## config.mk

```make
export PLATFORM = sky130hd
export DESIGN_NAME = axi_lite_cmd_arbiter
export DESIGN_NICKNAME = d
export VERILOG_FILES = /design/src/rtl/axi_lite_cmd_arbiter.sv
export SDC_FILE = /design/constraint.sdc
export NUM_CORES = 1
export LEC_CHECK = 0
export BUFFER_PORTS_ARGS = -buffer_cell sky130_fd_sc_hd__buf_2
export CORE_AREA = 3 3 160 162
export CTS_BUF_LIST = sky130_fd_sc_hd__clkbuf_16
export CTS_CLUSTER_SIZE = 24
export DETAILED_ROUTE_END_ITERATION = 16
export DIE_AREA = 0 0 163 165
export GPL_ROUTABILITY_DRIVEN = 1
export GPL_TIMING_DRIVEN = 0
export PLACE_DENSITY = 0.51
export SLEW_MARGIN = 10
export SYNTH_ARGS = -nofsm -noshare
export SYNTH_HDL_FRONTEND = slang
export SYNTH_SLANG_ARGS = --single-unit
```

## constraint.sdc

```tcl
create_clock -name clk -period 1.8 [get_ports clk]
set_input_delay 0.36 -clock clk [delete_from_list [all_inputs] [get_ports clk]]
set_output_delay 0.36 -clock clk [all_outputs]
set_load 0.01 [all_outputs]
```

## src/rtl/axi_lite_cmd_arbiter.sv

```systemverilog
`default_nettype none
// ============================================================================
// Module : axi_lite_cmd_arbiter
// Brief  : Round-robin arbiter sharing one axi_lite_master command port among
//          NREQ requesters, with a per-transaction timeout guard.
// Rev    : 1.0  initial release
// ============================================================================
module axi_lite_cmd_arbiter #(
   parameter int NREQ    = 4,
   parameter int AW      = 32,
   parameter int DW      = 32,
   parameter int TIMEOUT = 256
) (
   input  logic                    clk,
   input  logic                    rstn,
   input  logic [NREQ-1:0]         req_valid,
   input  logic [NREQ-1:0]         req_mode,
   input  logic [NREQ*AW-1:0]      req_addr,
   input  logic [NREQ*DW-1:0]      req_wdata,
   output logic [NREQ-1:0]         req_ready,
   output logic [NREQ-1:0]         rsp_valid,
   output logic [DW-1:0]           rsp_rdata,
   output logic                    rsp_err,
   output logic                    m_start,
   output logic                    m_mode,
   output logic [AW-1:0]           m_addr,
   output logic [DW-1:0]           m_wdata,
   input  logic [DW-1:0]           m_rdata,
   input  logic                    m_done,
   output logic                    busy,
   output logic [$clog2(NREQ)-1:0] grant_id
);

   localparam int IW = $clog2(NREQ);
   localparam int CW = $clog2(TIMEOUT);

   localparam logic [1:0] IDLE      = 2'd0;
   localparam logic [1:0] WAIT_DONE = 2'd1;
   localparam logic [1:0] WAIT_LOW  = 2'd2;
   localparam logic [1:0] DRAIN     = 2'd3;

   localparam logic [CW-1:0]   c_cnt_last = CW'(TIMEOUT - 1);
   localparam logic [CW-1:0]   c_cnt_one  = CW'(1);
   localparam logic [NREQ-1:0] c_one      = NREQ'(1);
   localparam logic [IW:0]     c_nreq     = (IW+1)'(NREQ);

   logic [1:0]      r_state;
   logic [1:0]      w_state_nxt;
   logic [IW-1:0]   r_last_grant;
   logic [CW-1:0]   r_cnt;

   logic            w_found;
   logic [IW-1:0]   w_winner;
   logic [IW:0]     w_idx;

   logic [NREQ-1:0] w_req_ready_nxt;
   logic [NREQ-1:0] w_rsp_valid_nxt;
   logic [DW-1:0]   w_rsp_rdata_nxt;
   logic            w_rsp_err_nxt;
   logic            w_m_start_nxt;
   logic            w_m_mode_nxt;
   logic [AW-1:0]   w_m_addr_nxt;
   logic [DW-1:0]   w_m_wdata_nxt;
   logic [IW-1:0]   w_grant_id_nxt;
   logic [IW-1:0]   w_last_grant_nxt;
   logic [CW-1:0]   w_cnt_nxt;

   // Search upward from the slot after the previous winner, wrapping at NREQ.
   always_comb begin
      w_found  = 1'b0;
      w_winner = '0;
      w_idx    = '0;
      for (int k = 1; k <= NREQ; k++) begin
         w_idx = {1'b0, r_last_grant} + (IW+1)'(k);
         if (w_idx >= c_nreq) begin
            w_idx = w_idx - c_nreq;
         end
         if (!w_found && req_valid[w_idx[IW-1:0]]) begin
            w_found  = 1'b1;
            w_winner = w_idx[IW-1:0];
         end
      end
   end

   always_ff @(posedge clk or negedge rstn) begin
      if (!rstn) begin
         r_state <= IDLE;
      end else begin
         r_state <= w_state_nxt;
      end
   end

   always_comb begin
      w_state_nxt = r_state;
      case (r_state)
         IDLE: begin
            if (w_found) begin
               w_state_nxt = WAIT_DONE;
            end
         end
         WAIT_DONE: begin
            if (m_done) begin
               w_state_nxt = WAIT_LOW;
            end else if (r_cnt == c_cnt_last) begin
               w_state_nxt = DRAIN;
            end
         end
         WAIT_LOW: begin
            if (!m_done) begin
               w_state_nxt = IDLE;
            end
         end
         DRAIN: begin
            if (m_done) begin
               w_state_nxt = WAIT_LOW;
            end
         end
         default: w_state_nxt = IDLE;
      endcase
   end

   always_comb begin
      w_req_ready_nxt  = '0;
      w_rsp_valid_nxt  = '0;
      w_rsp_rdata_nxt  = '0;
      w_rsp_err_nxt    = 1'b0;
      w_m_start_nxt    = 1'b0;
      w_m_mode_nxt     = m_mode;
      w_m_addr_nxt     = m_addr;
      w_m_wdata_nxt    = m_wdata;
      w_grant_id_nxt   = grant_id;
      w_last_grant_nxt = r_last_grant;
      w_cnt_nxt        = r_cnt;
      case (r_state)
         IDLE: begin
            if (w_found) begin
               w_req_ready_nxt  = c_one << w_winner;
               w_m_start_nxt    = 1'b1;
               w_m_mode_nxt     = req_mode[w_winner];
               w_m_addr_nxt     = req_addr[int'(w_winner)*AW +: AW];
               w_m_wdata_nxt    = req_wdata[int'(w_winner)*DW +: DW];
               w_grant_id_nxt   = w_winner;
               w_last_grant_nxt = w_winner;
               w_cnt_nxt        = '0;
            end
         end
         WAIT_DONE: begin
            // A done on the final count still wins over the timeout.
            if (m_done) begin
               w_rsp_valid_nxt = c_one << grant_id;
               w_rsp_rdata_nxt = m_mode ? '0 : m_rdata;
            end else if (r_cnt == c_cnt_last) begin
               w_rsp_valid_nxt = c_one << grant_id;
               w_rsp_err_nxt   = 1'b1;
            end else begin
               w_cnt_nxt = r_cnt + c_cnt_one;
            end
         end
         default: ;
      endcase
   end

   always_ff @(posedge clk or negedge rstn) begin
      if (!rstn) begin
         req_ready    <= '0;
         rsp_valid    <= '0;
         rsp_rdata    <= '0;
         rsp_err      <= 1'b0;
         m_start      <= 1'b0;
         m_mode       <= 1'b0;
         m_addr       <= '0;
         m_wdata      <= '0;
         busy         <= 1'b0;
         grant_id     <= '0;
         r_last_grant <= IW'(NREQ - 1);
         r_cnt        <= '0;
      end else begin
         req_ready    <= w_req_ready_nxt;
         rsp_valid    <= w_rsp_valid_nxt;
         rsp_rdata    <= w_rsp_rdata_nxt;
         rsp_err      <= w_rsp_err_nxt;
         m_start      <= w_m_start_nxt;
         m_mode       <= w_m_mode_nxt;
         m_addr       <= w_m_addr_nxt;
         m_wdata      <= w_m_wdata_nxt;
         busy         <= (w_state_nxt != IDLE);
         grant_id     <= w_grant_id_nxt;
         r_last_grant <= w_last_grant_nxt;
         r_cnt        <= w_cnt_nxt;
      end
   end

endmodule
`default_nettype wire

```

==> flow_metrics.py, run 1 <==
metrics = {
    "detailed_routing": {
        "dr.max_layer_used": "met5",
        "routed-wl-met3_mm": 1.90,
        "num_vias": 6008,
        "viasPerCell": 4.54,
        "drt_iter0_markers": 176,
        "dr_wl_met2_mm": 13.3,
        "wl_per_cell_um": 19.6,
        "ant_nets": 0,
        "drc": 0,
        "dr.pass1.iters": 6,
        "wl_met1_mm": 10.4,
        "drt_wl_total_mm": 25.9,
    },
    "critical_path": {
        "rr_worst_depth": 8,
        "crit_buf_inv": 3,
        "path_depth": 8,
        "startpoint": "r_last_grant[1]$_DFFE_PN1P_",
        "worstPathMaxFanout": 10,
        "cp.arrival_ns": 2.27,
        "critical_path.top_delay_family": "flip-flops",
        "crit_type": "flip-flop to flip-flop",
        "critPathRequiredTime_ns": 2.06,
        "crit_path_start_kind": "flip-flop",
        "cp_slowest_cell": "dfstp_2",
        "worstReg2RegStart": "r_last_grant[1]$_DFFE_PN1P_",
        "crit_top_cell": "buf_12",
        "worstPathCellList": "nand2_1 -> a21oi_1 -> o221a_1 -> buf_4 -> buf_12 -> buf_12 -> mux2i_4 -> o221ai_1",
        "worst_path_largest_cell_delay_ns": 0.60,
        "end_kind": "flip-flop",
    },
    "power": {
        "p_sw_frac": 0.382,
        "clkPwrFrac": 0.220,
        "switching_power_uw": 6130,
        "pwr-share-comb": 0.515,
        "seqPwrFrac": 0.265,
        "internal_power_uw": 9890,
        "p_per_area_nw_per_um2": 1570,
        "p_leak_uw": 0.00529,
        "max-vdd-ir-drop_mv": 0.554,
    },
    "clock_tree": {
        "clock_sinks": 122,
        "path_clk_slew_ns": 0.06,
        "clockBufferDepth": 2,
        "clockRootBuffer": "clkbuf_16",
        "cts_tree": "done",
        "cts_made_buffers": 17,
        "h-tree-depth": 4,
        "clkLatencyLatePin_ns": 0.42,
    },
    "synth": {
        "synth_top_family_by_area": "multiplexers",
        "synth_xor_area_frac": 0.00864,
        "synth_flop_cell": "dfrtp_1",
        "synthMuxAreaShare": 0.216,
        "async_flop_share": 1.00,
        "synthCells": 537,
        "synth-simple-area-share": 0.111,
        "yosys.area_share.adder": 0.00206,
        "synth.most_common_cell": "mux2i_1",
        "synth_compound_area_frac": 0.112,
        "yosysWarnings": 0,
        "syn-num-nets": 837,
        "synth-edff-count": 0,
        "synthTopCellsByCount": "131 x mux2i_1, 120 x dfrtp_1, 77 x nand2_1",
        "synth_area_leaders": "dfrtp_1 49%, mux2i_1 22%, o221ai_1 9.4%, nand2_1 4.8%, and2_1 3.3%",
        "synth_seq_area_share": 0.502,
        "synth_area_per_cell_um2": 11.3,
        "synth_top_area_cell": "dfrtp_1",
        "synth_cell_types": 37,
        "yosysTopAreaCellShare": 0.494,
        "synth_area_um2": 6080,
        "synth_seq_cells": 122,
    },
    "grt": {
        "grt_overflow": 0,
        "grt_max_degree": 66,
        "antenna_found_initial": 2,
        "grt_pass1_vias": 6196,
        "track_usage": 0.180,
        "grt_pass1_wl_mm": 36.1,
    },
    "place": {
        "portBuffers": 408,
        "gp_congestion": 0.784,
        "dpl.hpwl_mm": 19.4,
    },
    "floorplan": {
        "core-area_um2": 24200,
        "die_h_um": 165,
        "die_w_um": 163,
        "start_util": 0.251,
        "dieArea_um2": 26900,
        "io_pins": 409,
        "core.rowCount": 57,
    },
    "final_layout": {
        "final_util": 0.420,
        "syn_to_final_growth_pct": 67.4,
        "drive_above_1_share": 0.556,
        "nets": 1285,
    },
    "timing": {
        "setup_slack_ns": -0.216,
        "relSlewSlack": 0.609,
        "period_needed_ns": 2.02,
        "final-hold-violation-count": 0,
        "hold_ws_ns": 0.148,
        "fin_skew_ns": 0.0123,
        "setup_viol": 65,
        "max_freq_mhz": 496,
        "drv_slew": 0,
        "fin_crit_sh": 1.12,
        "rsz0062_at_grt": "true",
        "worstMarginPinSlew_ns": 0.586,
    },
    "outcome": {
        "outcome": "finished, violations left",
        "violations": "setup timing",
    },
    "hold_path": {
        "hp-start": "m_rdata[19]",
        "hold_path.class": "input pin to flip-flop",
        "min_path_cells": 2,
    },
    "job": {
        "drv_cap": 0,
    },
}
final cells by class:
class,count,area [um2]
multi-input combinational,368,3200
timing repair buffer,430,2440
clock buffer,17,425
clock inverter,15,174
buffer,41,452
tap,324,405
antenna,1,2.50
sequential,122,3060
fill,2443,14100
inverter,5,21.3
flip-flops by register name (all words and copies together), names as in the netlist:
register and flops:
busy 1, grant_id 2, m_addr 32, m_mode 1
m_start 1, m_wdata 32, r_cnt 8, r_last_grant 2
r_state 2, req_ready 4, rsp_err 1, rsp_rdata 32
rsp_valid 4
cells by family after synthesis:
| group | after synthesis |
|---|---|
| AND/OR/NAND/NOR | 147 |
| multiplexers | 131 |
| flip-flops | 122 |
| AO/OA/AOI/OAI | 83 |
| buffers and inverters | 47 |
| XOR/XNOR | 6 |
| adder cells (fa/ha/maj) | 1 |
per-stage QoR:
stage               cells  power [uW]  setup WS [ns]  cell area, um2  TNS (ns)
floorplan             537        8150       -0.00411            6090    -0.157
global placement     1269       10800          -1.37            8540   -212.38
detailed placement   1270       10900         -0.922            8570    -48.05
CTS                  1317       15800         -0.235            9850    -12.17
global route         1323       17000         -0.313           10200    -18.53
finish               1323       16000         -0.216           10200    -11.73
per-layer routing:
layer | global-route usage | vias to the layer above
met5 | 0 | -
met4 | 0.0361 | 2
met3 | 0.0537 | 20
met2 | 0.319 | 259
met1 | 0.217 | 2855
li1 | - | 2872
layout by cell type, fill, tap and decap left out, drive strengths merged, types with 6 or more instances in the layout:
cell type,count
a21oi,8
and2,32
buf,440
clkbuf,47
clkinv,6
dfrtp,120
inv,8
mux2i,131
nand2,78
nand3,6
nor2,18
o221ai,65
xnor2,6
power groups by stage:
stage                     Clock [uW]  Combinational [uW]  Sequential [uW]
after floorplan                    0                3480             4670
after global placement             0                6590             4240
after detailed placement           0                6640             4270
after CTS                       3610                7890             4250
after global routing            3740                8920             4370
final                           3520                8250             4250
what timing repair did:
item / 4_1_cts / 5_1_grt
endpoints found under the hold margin: 55 / 0
gates cloned: 7 / 5
setup buffers: 8 / 3
hold buffers: 1 / 0
pin swaps: 3 / 11
setup endpoints to repair: 106 / 87
resized for setup: 99 / 53
final timing paths:
| path | endpoint | slack (ns) |
|---|---|---|
| worst min register to register | m_wdata[18]$_DFFE_PN0P_ | 0.48 |
| worst min-delay path | rsp_rdata[19]$_DFF_PN0_ | 0.15 |
| worst max-delay path | m_addr[2]$_DFFE_PN0P_ | -0.22 |
| min in group asynchronous | busy$_DFF_PN0_ | 0.49 |
| max in group asynchronous | m_wdata[28]$_DFFE_PN0P_ | 0.57 |
| worst max register to register | m_addr[2]$_DFFE_PN0P_ | -0.22 |
Power figures use the tool's default switching activity.
==> run 2: changes to the inputs <==
==> constraint.sdc (replaced) <==
create_clock -name clk -period 1.8 [get_ports clk]
set_input_delay 0.09 -clock clk [delete_from_list [all_inputs] [get_ports clk]]
set_output_delay 0.09 -clock clk [all_outputs]
set_load 0.01 [all_outputs]
==> flow_metrics.py, run 2 (synthesized netlist as in run 1, its figures left out) <==
metrics = {
    "clock_tree": {
        "clockBufferDepth": 2,
        "path_clk_slew_ns": 0.07,
        "h-tree-depth": 4,
        "clock_sinks": 122,
        "clkLatencyLatePin_ns": 0.41,
        "cts_made_buffers": 17,
        "clockRootBuffer": "clkbuf_16",
        "cts_tree": "done",
    },
    "critical_path": {
        "cp.arrival_ns": 2.27,
        "end_kind": "flip-flop",
        "crit_top_cell": "buf_12",
        "worstPathCellList": "nand2_1 -> a21oi_1 -> o221a_1 -> buf_4 -> buf_12 -> buf_12 -> mux2i_1 -> o221ai_1",
        "worst_path_largest_cell_delay_ns": 0.60,
        "cp_slowest_cell": "dfstp_2",
        "critPathRequiredTime_ns": 2.05,
        "worstPathMaxFanout": 10,
        "critical_path.top_delay_family": "flip-flops",
        "crit_type": "flip-flop to flip-flop",
        "crit_path_start_kind": "flip-flop",
        "crit_buf_inv": 3,
    },
    "timing": {
        "max_freq_mhz": 495,
        "period_needed_ns": 2.02,
        "fin_skew_ns": 0.0124,
        "final-hold-violation-count": 0,
        "drv_slew": 0,
        "relSlewSlack": 0.610,
        "setup_slack_ns": -0.219,
        "fin_crit_sh": 1.12,
        "rsz0062_at_grt": "true",
        "setup_viol": 66,
        "worstMarginPinSlew_ns": 0.585,
        "hold_ws_ns": 0.00433,
    },
    "final_layout": {
        "fin_area_um2": 11600,
        "antennaDiodeCount": 0,
        "final_util": 0.477,
        "final_common_cell": "buf_2",
        "nets": 1416,
        "fill_cells": 2258,
        "top_regs": "m_addr x32, m_wdata x32, rsp_rdata x32",
        "syn_to_final_growth_pct": 90.1,
        "drive_above_1_share": 0.499,
        "final_cell_mix": "409 x buf_2, 132 x dlygate4sd3_1, 120 x dfrtp_1, 84 x mux2i_1, 77 x nand2_1",
    },
    "outcome": {
        "outcome": "finished, violations left",
        "violations": "setup timing",
    },
    "detailed_routing": {
        "dr.pass1.iters": 4,
        "drc": 0,
        "ant_nets": 0,
        "drt_wl_total_mm": 27.9,
        "num_vias": 6542,
        "wl_per_cell_um": 19.2,
        "drt_iter0_markers": 225,
        "viasPerCell": 4.50,
    },
    "floorplan": {
        "die_w_um": 163,
        "start_util": 0.251,
        "dieArea_um2": 26900,
        "core-area_um2": 24200,
        "core.rowCount": 57,
        "die_h_um": 165,
        "io_pins": 409,
    },
    "hold_path": {
        "hold_path.class": "input pin to flip-flop",
    },
    "place": {
        "place_ws_ns": -0.849,
        "portBuffers": 408,
        "gp_congestion": 0.784,
        "placed_area_um2": 8570,
        "dpl.hpwl_mm": 19.4,
    },
    "grt": {
        "grt_pass1_wl_mm": 39.5,
        "grt-busiest-layer": "met2",
        "grt_pass1_vias": 6976,
        "grt_max_degree": 66,
        "antenna_found_initial": 1,
        "track_usage": 0.194,
        "use_met1": 0.227,
        "grtUsageMet3": 0.0534,
        "grt_overflow": 0,
        "gr-usage-met2": 0.356,
    },
    "power": {
        "p_sw_frac": 0.382,
        "p_leak_uw": 0.00584,
        "seqPwrFrac": 0.259,
        "switching_power_uw": 6270,
        "p_per_area_nw_per_um2": 1420,
        "pwr-share-comb": 0.527,
        "internal_power_uw": 10100,
        "clkPwrFrac": 0.214,
        "max-vdd-ir-drop_mv": 0.552,
    },
    "job": {
        "drv_cap": 0,
    },
}
run 2: changes by cell type in the layout (fill, tap and decap cells not counted):
cell and delta:
dlygate4sd3_1 +131, o221ai_1 -6, o221ai_2 +6, mux2i_4 +3, mux2i_1 -2, diode_2 -1, mux2i_2 -1
run 2: power groups by stage:
stage | sequential, uW | clock [uW] | combinational, uW
3_5_place_dp | 4270 | 0 | 6640
5_1_grt | 4370 | 3740 | 9310
4_1_cts | 4250 | 3610 | 8100
2_1_floorplan | 4670 | 0 | 3480
3_3_place_gp | 4240 | 0 | 6590
6_report | 4260 | 3510 | 8650
run 2: routing by layer:
metal / vias up / share of wire / wire, um
met5: - / 0.00047 / 13
met4: 2 / 0.011 / 310
met3: 24 / 0.068 / 1890
met2: 270 / 0.53 / 14700
met1: 3112 / 0.39 / 11000
li1: 3134 / - / -
run 2: area by class of cell:
type                            instances  area (um2)  share of cell area
Sequential cell                       122        3060               0.264
Inverter                                5        21.3             0.00184
Clock buffer                           17         425              0.0368
Tap cell                              324         405              0.0351
Clock inverter                         15         174              0.0150
Multi-Input combinational cell        368        3270               0.283
Buffer                                 41         452              0.0391
Timing Repair Buffer                  561        3750               0.325
run 2: repair_timing:
action / 4_1_cts / 5_1_grt
resized for setup: 99 / 64
hold endpoints to repair: 132 / 5
endpoints found under the setup margin: 106 / 86
pin swaps: 3 / 12
setup buffers: 8 / 3
hold buffers: 126 / 6
gates cloned: 7 / 5
run 2: path summary, 6_finish.rpt:
| path | startpoint | to | slack (ns) | cells past startpoint |
|---|---|---|---|---|
| setup / recovery | r_last_grant[1]$_DFFE_PN1P_ | m_addr[4]$_DFFE_PN0P_ | -0.22 | 8 |
| hold / removal | req_wdata[99] | m_wdata[3]$_DFFE_PN0P_ | 0.004 | 3 |
| setup reg to reg | r_last_grant[1]$_DFFE_PN1P_ | m_addr[4]$_DFFE_PN0P_ | -0.22 | 8 |
| hold reg to reg | m_wdata[18]$_DFFE_PN0P_ | m_wdata[18]$_DFFE_PN0P_ | 0.48 | 2 |
| max in group asynchronous | rstn | m_wdata[28]$_DFFE_PN0P_ | 0.86 | 3 |
| min in group asynchronous | rstn | busy$_DFF_PN0_ | 0.22 | 2 |
run 2: per-stage QoR:
step,total power (uW),cells,TNS [ns]
2_1_floorplan,8150,537,-0.157
3_3_place_gp,10800,1269,-167.51
3_5_place_dp,10900,1270,-35.96
4_1_cts,16000,1442,-12.17
5_1_grt,17400,1453,-18.41
6_report,16400,1453,-11.73
run 2: worst register-to-register path, cell delays in order (launching register included):
cell and delay (ns):
dfstp_2 0.60, nand2_1 0.07, a21oi_1 0.13, o221a_1 0.24, buf_4 0.14, buf_12 0.15
buf_12 0.17, mux2i_1 0.23, o221ai_1 0.13
